--- config.mk ---
export PLATFORM = sky130hd
export DESIGN_NAME = bp_me_cce_mem_arbiter
export DESIGN_NICKNAME = d
export VERILOG_FILES = /design/src/rtl/bp_me_cce_mem_arbiter.sv
export SDC_FILE = /design/constraint.sdc
export NUM_CORES = 1
export LEC_CHECK = 0
export ABC_AREA = 1
export ABC_CLOCK_PERIOD_IN_PS = 2800
export BUFFER_PORTS_ARGS = -buffer_cell sky130_fd_sc_hd__buf_2
export CORE_AREA = 2 2 359 361
export DETAILED_ROUTE_END_ITERATION = 6
export DIE_AREA = 0 0 361 363
export HOLD_SLACK_MARGIN = 0.12
export PLACE_DENSITY = 0.32
export SYNTH_ARGS = -nofsm -noshare
export SYNTH_HDL_FRONTEND = slang
export SYNTH_SLANG_ARGS = --single-unit
--- constraint.sdc ---
create_clock -name clk_i -period 2.8 [get_ports clk_i]
set_input_delay 0.56 -clock clk_i [delete_from_list [all_inputs] [get_ports clk_i]]
set_output_delay 0.56 -clock clk_i [all_outputs]
set_load 0.01 [all_outputs]
--- src/rtl/bp_me_cce_mem_arbiter.sv ---
// Round-robin arbiter sharing one CCE-to-memory command channel among num_req_p requesters.
// Grant order is recorded in an order FIFO so in-order memory responses return to their owner.
module bp_me_cce_mem_arbiter #(
  parameter int unsigned num_req_p         = 4,
  parameter int unsigned cmd_width_p       = 128,
  parameter int unsigned resp_width_p      = 128,
  parameter int unsigned max_outstanding_p = 8
) (
  input  logic                             clk_i,
  input  logic                             reset_i,

  input  logic [num_req_p*cmd_width_p-1:0] req_cmd_i,
  input  logic [num_req_p-1:0]             req_cmd_v_i,
  output logic [num_req_p-1:0]             req_cmd_ready_o,

  output logic [cmd_width_p-1:0]           mem_cmd_o,
  output logic                             mem_cmd_v_o,
  input  logic                             mem_cmd_ready_i,

  input  logic [resp_width_p-1:0]          mem_resp_i,
  input  logic                             mem_resp_v_i,
  output logic                             mem_resp_yumi_o,

  output logic [resp_width_p-1:0]          req_resp_o,
  output logic [num_req_p-1:0]             req_resp_v_o,
  input  logic [num_req_p-1:0]             req_resp_yumi_i,

  output logic [((num_req_p > 1) ? $clog2(num_req_p) : 1)-1:0] grant_id_o
);

  localparam int unsigned IdW  = (num_req_p > 1) ? $clog2(num_req_p) : 1;
  localparam int unsigned PtrW = (max_outstanding_p > 1) ? $clog2(max_outstanding_p) : 1;
  localparam int unsigned CntW = PtrW + 1;

  if (num_req_p < 2) begin : g_bad_num_req
    $fatal(1, "bp_me_cce_mem_arbiter: num_req_p must be >= 2");
  end
  if ((max_outstanding_p < 1) || ((max_outstanding_p & (max_outstanding_p - 1)) != 0))
  begin : g_bad_depth
    $fatal(1, "bp_me_cce_mem_arbiter: max_outstanding_p must be a power of 2");
  end

  logic [IdW-1:0]  rr_ptr_q, rr_ptr_d;
  logic [PtrW-1:0] wr_ptr_q, rd_ptr_q;
  logic [CntW-1:0] count_q, count_d;
  logic            full_q, empty_q;
  logic [IdW-1:0]  fifo_q [max_outstanding_p];

  logic [IdW-1:0]  winner;
  logic            any_v;
  int unsigned     idx;
  logic            cmd_ok;
  logic            push, pop;
  logic [IdW-1:0]  head;
  logic            resp_ok;

  // First valid requester at or after rr_ptr, wrapping modulo num_req_p.
  always_comb begin
    winner = rr_ptr_q;
    any_v  = 1'b0;
    idx    = 0;
    for (int unsigned k = 0; k < num_req_p; k++) begin
      idx = 32'(rr_ptr_q) + k;
      if (idx >= num_req_p) begin
        idx = idx - num_req_p;
      end
      if (!any_v && req_cmd_v_i[idx]) begin
        any_v  = 1'b1;
        winner = IdW'(idx);
      end
    end
  end

  assign cmd_ok      = !reset_i && any_v && !full_q;
  assign mem_cmd_v_o = cmd_ok;
  assign mem_cmd_o   = req_cmd_i[32'(winner)*cmd_width_p +: cmd_width_p];
  assign grant_id_o  = winner;
  assign push        = cmd_ok && mem_cmd_ready_i;

  assign head            = fifo_q[rd_ptr_q];
  assign resp_ok         = !reset_i && mem_resp_v_i && !empty_q;
  assign req_resp_o      = mem_resp_i;
  assign mem_resp_yumi_o = resp_ok && req_resp_yumi_i[head];
  assign pop             = mem_resp_yumi_o;

  always_comb begin
    req_cmd_ready_o = '0;
    req_resp_v_o    = '0;
    for (int unsigned i = 0; i < num_req_p; i++) begin
      req_cmd_ready_o[i] = push && (winner == IdW'(i)) && req_cmd_v_i[i];
      req_resp_v_o[i]    = resp_ok && (head == IdW'(i));
    end
  end

  always_comb begin
    rr_ptr_d = rr_ptr_q;
    if (push) begin
      rr_ptr_d = (winner == IdW'(num_req_p - 1)) ? '0 : winner + 1'b1;
    end
  end

  always_comb begin
    count_d = count_q;
    unique case ({push, pop})
      2'b10:   count_d = count_q + 1'b1;
      2'b01:   count_d = count_q - 1'b1;
      default: count_d = count_q;
    endcase
  end

  always_ff @(posedge clk_i) begin
    if (reset_i) begin
      rr_ptr_q <= '0;
      wr_ptr_q <= '0;
      rd_ptr_q <= '0;
      count_q  <= '0;
      full_q   <= 1'b0;
      empty_q  <= 1'b1;
    end else begin
      rr_ptr_q <= rr_ptr_d;
      count_q  <= count_d;
      full_q   <= (count_d == CntW'(max_outstanding_p));
      empty_q  <= (count_d == '0);
      if (push) begin
        wr_ptr_q <= wr_ptr_q + 1'b1;
      end
      if (pop) begin
        rd_ptr_q <= rd_ptr_q + 1'b1;
      end
    end
  end

  // Storage needs no reset; occupancy is tracked by the pointers and count.
  always_ff @(posedge clk_i) begin
    if (push) begin
      fifo_q[wr_ptr_q] <= winner;
    end
  end

`ifndef SYNTHESIS
  always_ff @(posedge clk_i) begin
    if (!reset_i) begin
      assert (!(mem_resp_v_i && empty_q))
        else $warning("resp with no outstanding cmd");
    end
  end
`endif

endmodule

==> results.toml, run 1 <==
[sta]
setup_tns_ns = -49.50
rsz0062_at_grt = "true"
fin_skew_ns = 0.005473
hold_viol = 0
slew_viol_final = 0
timing.slew.headroom_pct = 70.40
timing.final.ws_setup_ns = -0.4475
finalCriticalPeriod_ns = 3.248
fmax_mhz = 307.9
tightest_slew_ns = 0.4399
fin_crit_sh_pct = 116.0
holdWs_ns = 0.4998
setup_viol = 134

[logic_synthesis]
yosys.area_share.simple_pct = 65.39
synth_top_family_by_area = "simple AND/OR/NAND/NOR gates"
ys_top_cells_by_area = "nand2_1 45%, nand3_1 18%, buf_4 13%"
synthesis.area_sq_mm = 0.008140
synth_compound_area_share_pct = 1.276
postSynthRegisterBits = 33
muxShareOfSynthArea_pct = 0.1383
ys_types = 30
syn_nets = 2322
syn_inst = 1661
synthAdderAreaFrac_pct = 1.383
synth_top_area_share_pct = 45.14
synth_area_per_cell_sq_um = 4.901
synth.largest_area_cell = "nand2_1"
yosysWarnings = 0
ys_seq_area_share_pct = 10.08
synth-xor-area-share_pct = 0.9530

[power_and_ir_drop]
seqPwrFrac_pct = 5.0
p_comb_share_pct = 90.3
max-vdd-ir-drop_mv = 0.2367
p_sw_share_pct = 50.95
p_int_mw = 5.627
power.leakage_nw = 8.951
p_sw_mw = 5.846
p_clk_share_pct = 4.7
power_density_mw_per_mm2 = 693.4

[worst_hold_path]
hold_start = "rd_ptr_q[2]"
hp-class = "flip-flop to flip-flop"
whs_path_depth = 2

[die]
coreArea_sq_mm = 0.1270
floorplan.initialDensity_pct = 6.408
die_area_sq_mm = 0.1310
die_h_microns = 363
die-width_microns = 361
io_pins = 920
placementRows = 131

[detailed_routing]
post_drt_wl_per_cell_microns = 21.49
drtPass1Iterations = 5
drc = 0
wl_mm = 85.69
drtIter0Drc = 833
vias = 13520
ant_nets = 0
via_per_inst = 3.390

[worst_setup_path]
cp.required_ns = 2.24
path_max_fanout = 7
r2r_start = "rr_ptr_q[0]"
cp_data_arrival_time_ns = 2.69
worst_setup_path_start_kind = "flip-flop"
critPathKind = "flip-flop to primary output"
r2r_end = "full_q"
cp-end-kind = "primary output"
r2r_setup_slack_ns = 0.03
rr_worst_depth = 17

[clock_tree]
cts_buffer_depth = 2
cts_buffers = 5
cts_tree = "yes"
path_clk_slew_ns = 0.05
ctsHoldBuffers = 0
insertion_delay_ns = 0.28
cts_htree_levels = 2
root_buffer = "clkbuf_16"
clock_sinks = 33

[grt]
antenna_found_initial = 66
grt_overflow = 0
first_global_vias = 12820
grt_usage_pct = 11.45
grt_pass1_wl_mm = 105.3
grt_max_degree = 34

[final_layout]
area_growth_pct = 103.2
fin_nets = 2974
stdcell_area_sq_mm = 0.01654
drive_gt1_share_pct = 47.71

[run_status]
failed_checks = "negative setup slack"
outcome = "finished with violations"

[placed_design]
io_buffers = 663
place_area_sq_mm = 0.01348
place_ws_ns = -0.4284
hpwl_mm = 66.46
place.gp.congestion = 0.9185

[flow_run]
drv_cap = 0
[final cells by class]
class                   instances  area [sq um]
diodes                         12         30.03
inverters                      38         145.1
repair buffers                890          6888
clock buffers                   8         146.4
fillers                     15080        110500
multi-input cells            1345          6434
flip-flops and latches         33         822.0
well taps                    1662          2079
[per-layer routing]
layer	part of all wire, %	GRT usage (%)	routed length (microns)	vias to the layer above
met3	12	5.411	9879	164
met1	42	13.93	35620	6113
met5	0.28	0.5447	240	-
met4	2.7	2.248	2273	24
li1	-	-	-	6413
met2	44	18.30	37680	805
[sequential cells by signal, summed over array words and instances (netlist names), named ones only]
signal / cells
count_q: 4
empty_q: 1
fifo_q: 16
full_q: 1
rd_ptr_q: 3
rr_ptr_q: 2
wr_ptr_q: 3
[what timing repair did]
| item | CTS | global route |
|---|---|---|
| pin swaps | 7 | 66 |
| buffers inserted | 15 | 38 |
| cloned | 12 | 25 |
| endpoints found under the hold margin | 0 | 0 |
| setup endpoints to repair | 140 | 139 |
| resized for setup | 115 | 304 |
[worst max path at each step]
stage                   startpoint            endpoint  cells after the start
global placement    req_cmd_v_i[0]      mem_cmd_o[104]                     16
floorplan           req_cmd_v_i[3]  req_cmd_ready_o[3]                     13
global route           rr_ptr_q[0]       mem_cmd_o[80]                     16
detailed placement  req_cmd_v_i[0]      mem_cmd_o[104]                     16
CTS                    rr_ptr_q[0]       mem_cmd_o[87]                     16
finish                 rr_ptr_q[0]      mem_cmd_o[101]                     17
[worst max-delay path, cell delays in order (launching register included)]
cell and delay [ns]:
dfxtp_2 0.33, buf_6 0.13, xnor2_4 0.16, buf_12 0.16, o21ai_4 0.15, buf_6 0.12, nand4_1 0.10, buf_6 0.16
buf_4 0.15, nand3_4 0.08, nand2_4 0.07, buf_12 0.15, buf_6 0.12, buf_12 0.13, buf_12 0.13, nand2_2 0.06
nand2_2 0.07, buf_6 0.12
[metrics by stage]
stage                     utilization [%]  total power, mW  cells
after floorplan                         -            4.353   1661
after global placement              10.61            7.897   3885
after detailed placement            10.61            7.831   3885
after CTS                           11.50            9.661   3920
after global routing                13.01            12.38   3983
final                               13.02            11.47   3988
[synth_stat cells]
library cell and n:
clkinv_1 1, buf_6 3, a21oi_1 4, xnor2_1 2, nor4_1 2, xnor2_2 1
o21ai_2 5, clkbuf_1 16, ha_1 9, nand3b_1 1, o21ai_0 5, nor3_1 10
mux2_2 1, nor2_2 1, nand3_2 1, nand2_2 1, nand2_1 979, edfxtp_1 16
nand4_1 2, xor2_1 5, inv_1 37, buf_1 13, o21ai_1 3, dfxtp_1 17
nand2_4 1, nand3_1 286, buf_4 136, nor2_1 25, or2_1 1, buf_2 77
[placed cells by master (no fill, tap or decap), drive strengths merged, types with 3 or more instances in the layout]
cell type / n
xor2: 5
nand2: 981
buf: 867
inv: 37
dfxtp: 17
a21oi: 4
xnor2: 3
nand3: 287
nor2: 26
diode: 12
o21ai: 13
ha: 9
edfxtp: 16
clkbuf: 31
nor3: 10
[power groups by stage]
stage | registers [mW] | clock network, mW | logic [mW]
global route | 0.581 | 0.588 | 11.2
finish | 0.577 | 0.539 | 10.4
CTS | 0.578 | 0.562 | 8.52
detailed placement | 0.585 | 0 | 7.25
global placement | 0.586 | 0 | 7.31
floorplan | 0.582 | 0 | 3.77
[cells by family after synthesis]
family / count (synthesis)
xor gates and xnor gates: 8
adders and majority gates: 9
DFF: 33
AOI/OAI and AO/OA: 17
muxes: 1
buffers and inverters: 283
and+or+nand+nor: 1310
(Power assumes the default switching activity.)
==> inputs of run 2 (changes only) <==
--- a/config.mk
+++ b/config.mk
@@ -6,7 +6,7 @@
 export NUM_CORES = 1
 export LEC_CHECK = 0
 export ABC_AREA = 1
-export ABC_CLOCK_PERIOD_IN_PS = 2800
+export ABC_CLOCK_PERIOD_IN_PS = 4100
 export BUFFER_PORTS_ARGS = -buffer_cell sky130_fd_sc_hd__buf_2
 export CORE_AREA = 2 2 359 361
 export DETAILED_ROUTE_END_ITERATION = 6
@@ -16,3 +16,4 @@
 export SYNTH_ARGS = -nofsm -noshare
 export SYNTH_HDL_FRONTEND = slang
 export SYNTH_SLANG_ARGS = --single-unit
+export TNS_END_PERCENT = 100
==> constraint.sdc (replaced) <==
create_clock -name clk_i -period 4.1 [get_ports clk_i]
set_input_delay 0.82 -clock clk_i [delete_from_list [all_inputs] [get_ports clk_i]]
set_output_delay 0.82 -clock clk_i [all_outputs]
set_load 0.01 [all_outputs]
==> run 2 against run 1 <==
Effect of this change:
- the flow now finishes without violations
- critical path depth decreased by 2
- clock-buffer cell count decreased by 3
- non-clock buffer count decreased by 146
- highest routed layer unchanged
- clock skew increased by 0.0019 ns
- largest power group unchanged
- first-iteration DRC count decreased by 8.4%
==> results.toml, run 2 (same netlist as run 1, synthesis figures left out) <==
[run_status]
outcome = "finished clean"

[grt]
grt_usage_pct = 10.50
grt_pass1_wl_mm = 97.37
antenna_found_initial = 70
first_global_vias = 12100
grt_max_degree = 73
grt_overflow = 0

[detailed_routing]
post_drt_wl_per_cell_microns = 19.19
via_per_inst = 3.255
ant_nets = 0
vias = 12510
wl_mm = 73.74
drtIter0Drc = 763
drc = 0
drtPass1Iterations = 5

[worst_setup_path]
slowest_stage = "nand4_1"
cp_cell_sequence = "buf_2 -> inv_1 -> o21ai_2 -> nand2_1 -> o21ai_2 -> nand4_1 -> nand2_8 -> buf_12 -> buf_12 -> buf_12 -> nand3_1 -> nand2_1 -> nand2_1 -> nand2_1 -> buf_2"
path_max_fanout = 19
worst_path_most_repeated_cell = "nand2_1"
cp-end-kind = "primary output"
crit_family = "simple AND/OR/NAND/NOR gates"
critPathLaunch = "req_cmd_v_i[3]"
worst_setup_path_start_kind = "primary input"
cp.required_ns = 3.28
critPathKind = "primary input to primary output"
crit_buf_inv = 6
cpPeakStageDelay_ns = 0.33
cp_data_arrival_time_ns = 3.00

[clock_tree]
post-cts-setup-buffer-count = 0
cts_buffers = 5
cts_buffer_depth = 2
root_buffer = "clkbuf_16"
cts_htree_levels = 2
ctsHoldBuffers = 0
cts_tree = "yes"
cts_resized = 0
insertion_delay_ns = 0.28
clock_sinks = 33
path_clk_slew_ns = 0.06

[sta]
rsz0062_at_grt = "false"
fmax_mhz = 261.8
tightest_slew_ns = 0.5068
finalCriticalPeriod_ns = 3.820
timing.slew.headroom_pct = 65.90
fin_crit_sh_pct = 93.16
slew_viol_final = 0
hold_viol = 0
setup_viol = 0
setup_tns_ns = 0
fin_skew_ns = 0.007367

[final_layout]
regMostFlops = "fifo_q"
final_common_cell = "nand2_1"
area_growth_pct = 61.31
reg_top3 = "fifo_q (16), count_q (4)"
stdcell_area_sq_mm = 0.01313
drive_gt1_share_pct = 35.29
layout_common_cells = "977 x nand2_1, 662 x buf_2, 286 x nand3_1, 58 x buf_4, 37 x inv_1"
fin_nets = 2828
largest_reg_flops = 16

[placed_design]
place.gp.congestion = 0.9310
hpwl_mm = 64.46
place_area_sq_mm = 0.01294
io_buffers = 663

[power_and_ir_drop]
max-vdd-ir-drop_mv = 0.1485
power_density_mw_per_mm2 = 412.7
power.leakage_nw = 7.492

[die]
die_h_microns = 363
placementRows = 131
floorplan.initialDensity_pct = 6.408
die_area_sq_mm = 0.1310
die-width_microns = 361
io_pins = 920
coreArea_sq_mm = 0.1270

[worst_hold_path]
hp-class = "flip-flop to flip-flop"
hold_start = "rd_ptr_q[2]"

[flow_run]
drv_cap = 0
run 2: layer usage:
layer	track usage, %	vias up	part of all wire (%)
li1	-	6083	-
met1	13.42	5518	42
met2	16.72	756	43
met3	4.473	135	12
met4	1.337	18	2.2
met5	0	-	0.14
run 2: metrics by stage:
stage / utilization, % / cells / power (mW) / setup slack, ns / hold WS, ns
2_1_floorplan: - / 1661 / 2.972 / 0.7651 / 0.4659
3_3_place_gp: 10.19 / 3822 / 5.193 / 0.2277 / 0.5074
3_5_place_dp: 10.19 / 3822 / 5.156 / 0.2680 / 0.5130
4_1_cts: 10.30 / 3830 / 5.544 / 0.2123 / 0.5168
5_1_grt: 10.32 / 3832 / 5.981 / 0.01438 / 0.5290
6_report: 10.34 / 3843 / 5.419 / 0.2803 / 0.5147
run 2: cell type report:
class,count,area [sq um]
repair buffers,744,4229
well taps,1662,2079
inverters,38,142.6
flip-flops and latches,33,820.8
clock buffers,5,125.1
fillers,15250,113900
diodes,13,32.53
clock inverters,3,17.52
multi-input cells,1345,5684
run 2: power by group:
part,leakage (nW),switching (mW),internal (mW)
sequential,0.285,0.0153,0.379
clock,0.0697,0.142,0.222
combinational,7.14,2.95,1.71
run 2: worst reg2reg max path: stages (launching register included):
cell	delay, ns
dfxtp_1	0.50
inv_1	0.22
nand2_1	0.10
nand3_1	0.10
nand3_1	0.14
nand2_1	0.14
nand2_1	0.09
nand2_1	0.05
nand2_1	0.07
nand3_1	0.10
inv_1	0.21
ha_1	0.27
xor2_1	0.20
ha_1	0.17
a21oi_1	0.05
xnor2_1	0.12
o21ai_0	0.24
nand3_1	0.13
o21ai_0	0.23
run 2: path summary, 6_finish.rpt:
path / cells past startpoint / end / slack, ns
max: 15 / mem_cmd_o[125] / 0.28
min: 2 / flip-flop / 0.51
max reg2reg: 18 / empty_q / 0.87
min reg2reg: 2 / flip-flop / 0.51
==> inputs of run 3 (changes only) <==
--- a/config.mk
+++ b/config.mk
@@ -13,6 +13,7 @@
 export DIE_AREA = 0 0 361 363
 export HOLD_SLACK_MARGIN = 0.12
 export PLACE_DENSITY = 0.32
+export RECOVER_POWER = 100
 export SYNTH_ARGS = -nofsm -noshare
 export SYNTH_HDL_FRONTEND = slang
 export SYNTH_SLANG_ARGS = --single-unit
==> run 3 against run 2 <==
Effect of this change:
- sequential power about the same
- flip-flop and latch count unchanged
- clock-buffer cell count unchanged
- clock power hardly changed
- combinational power is 2% lower
- sequential share of layout area rose by 0.072 points
- non-clock buffer count is the same
- total power shrank 2.1%
- hold slack better by 0.0035 ns
==> results.toml, run 3 (same netlist as run 1, synthesis figures left out) <==
[detailed_routing]
wl_mm = 73.68
post_drt_wl_per_cell_microns = 19.18
drtPass1Iterations = 5
vias = 12510
drc = 0
ant_nets = 0
drtIter0Drc = 786
via_per_inst = 3.256

[clock_tree]
clock_sinks = 33
cts_buffers = 5
cts_tree = "yes"
insertion_delay_ns = 0.28
path_clk_slew_ns = 0.06
cts_htree_levels = 2
root_buffer = "clkbuf_16"
cts_buffer_depth = 2

[sta]
timing.slew.headroom_pct = 65.90
tightest_slew_ns = 0.5068
rsz0062_at_grt = "false"
setup_tns_ns = 0
fin_skew_ns = 0.006775
finalCriticalPeriod_ns = 3.892
timing.final.ws_setup_ns = 0.2084
slew_viol_final = 0
setup_viol = 0
hold_viol = 0
fin_crit_sh_pct = 94.92
fmax_mhz = 257.0

[grt]
grt_pass1_wl_mm = 97.37
grt_max_degree = 73
antenna_found_initial = 70
first_global_vias = 12100
grt_overflow = 0
grt_usage_pct = 10.50

[die]
placementRows = 131
die_h_microns = 363
coreArea_sq_mm = 0.1270
floorplan.initialDensity_pct = 6.408
die_area_sq_mm = 0.1310
die-width_microns = 361
io_pins = 920

[final_layout]
largest_reg_flops = 16
regMostFlops = "fifo_q"
final_common_cell = "nand2_1"
reg_top3 = "fifo_q (16), count_q (4)"
fin_nets = 2828
stdcell_area_sq_mm = 0.01298
layout_common_cells = "978 x nand2_1, 563 x buf_2, 286 x nand3_1, 73 x clkbuf_1, 45 x buf_4"
drive_gt1_share_pct = 31.83
area_growth_pct = 59.48
fillers = 15290

[worst_setup_path]
worst_setup_path_start_kind = "primary input"
cpPeakStageDelay_ns = 0.36
cp_data_arrival_time_ns = 3.07
cp_cell_sequence = "buf_2 -> inv_1 -> o21ai_2 -> nand2_1 -> o21ai_2 -> nand4_1 -> or2_0 -> nand2_4 -> buf_12 -> clkbuf_2 -> nand2_1 -> nand2_1 -> clkbuf_1"
worst_path_most_repeated_cell = "nand2_1"
critPathKind = "primary input to primary output"
path_max_fanout = 33
slowest_stage = "or2_0"
cp.required_ns = 3.28
cp-end-kind = "primary output"

[placed_design]
place.gp.congestion = 0.9310
hpwl_mm = 64.46
place_area_sq_mm = 0.01294
place_ws_ns = 0.2680
io_buffers = 663

[flow_run]
drv_cap = 0

[power_and_ir_drop]
power_density_mw_per_mm2 = 408.5
max-vdd-ir-drop_mv = 0.1472
power.leakage_nw = 7.243

[run_status]
outcome = "finished clean"

[worst_hold_path]
hp-class = "flip-flop to flip-flop"
-- run 3: cell types whose count changed in the layout (fill, tap and decap cells not counted), sizes merged --
cell    previous run  this run
diode             13        11
buf              744       631
clkbuf             5       118
-- run 3: through the flow --
stage	power (mW)	std cells	utilization, %	hold slack, ns
floorplan	2.972	1661	-	0.4659
global placement	5.193	3822	10.19	0.5074
detailed placement	5.156	3822	10.19	0.5130
CTS	5.544	3830	10.30	0.5168
global route	5.871	3832	10.20	0.5290
finish	5.303	3841	10.22	0.5182
-- run 3: final timing paths --
kind                        from             end  slack, ns  cells past startpoint
hold / removal       rd_ptr_q[1]       flip-flop       0.52                      2
hold reg to reg      rd_ptr_q[1]       flip-flop       0.52                      2
setup reg to reg       flip-flop         empty_q       0.88                     18
setup / recovery  req_cmd_v_i[3]  mem_cmd_o[116]       0.21                     13
-- run 3: per-layer routing --
layer	track usage, %	vias up	part of all wire (%)
li1	-	6085	-
met1	13.42	5517	42
met2	16.72	755	43
met3	4.473	132	12
met4	1.337	18	2.1
met5	0	-	0.14
-- run 3: area by class of cell --
type / instances / area (sq um) / area share [%]
timing repair buffer: 744 / 4095 / 31.54
clock inverter: 3 / 17.52 / 0.1349
inverter: 38 / 142.6 / 1.099
sequential: 33 / 820.8 / 6.322
tap: 1662 / 2079 / 16.02
multi-input combinational: 1345 / 5674 / 43.71
clock buffer: 5 / 125.1 / 0.9638
antenna: 11 / 27.53 / 0.2120
-- run 3: worst max-delay path, delay by kind of cell --
family / cells / cell delay, ns
AND/OR/NAND/NOR: 6 / 1.04
buffers and inverters: 5 / 0.82
AO/OA/AOI/OAI: 2 / 0.30
-- run 3: repair_timing --
| item | in CTS | in global routing |
|---|---|---|
| setup buffers | 0 | 0 |
| setup endpoints to repair | 0 | 1 |
| hold buffers | 0 | 0 |
| resized for setup | 0 | 1 |
-- run 3: report_power, final --
part,switching [mW],internal [mW]
Sequential,0.0153,0.379
Clock,0.141,0.222
Combinational,2.95,1.59
Total,3.11,2.19
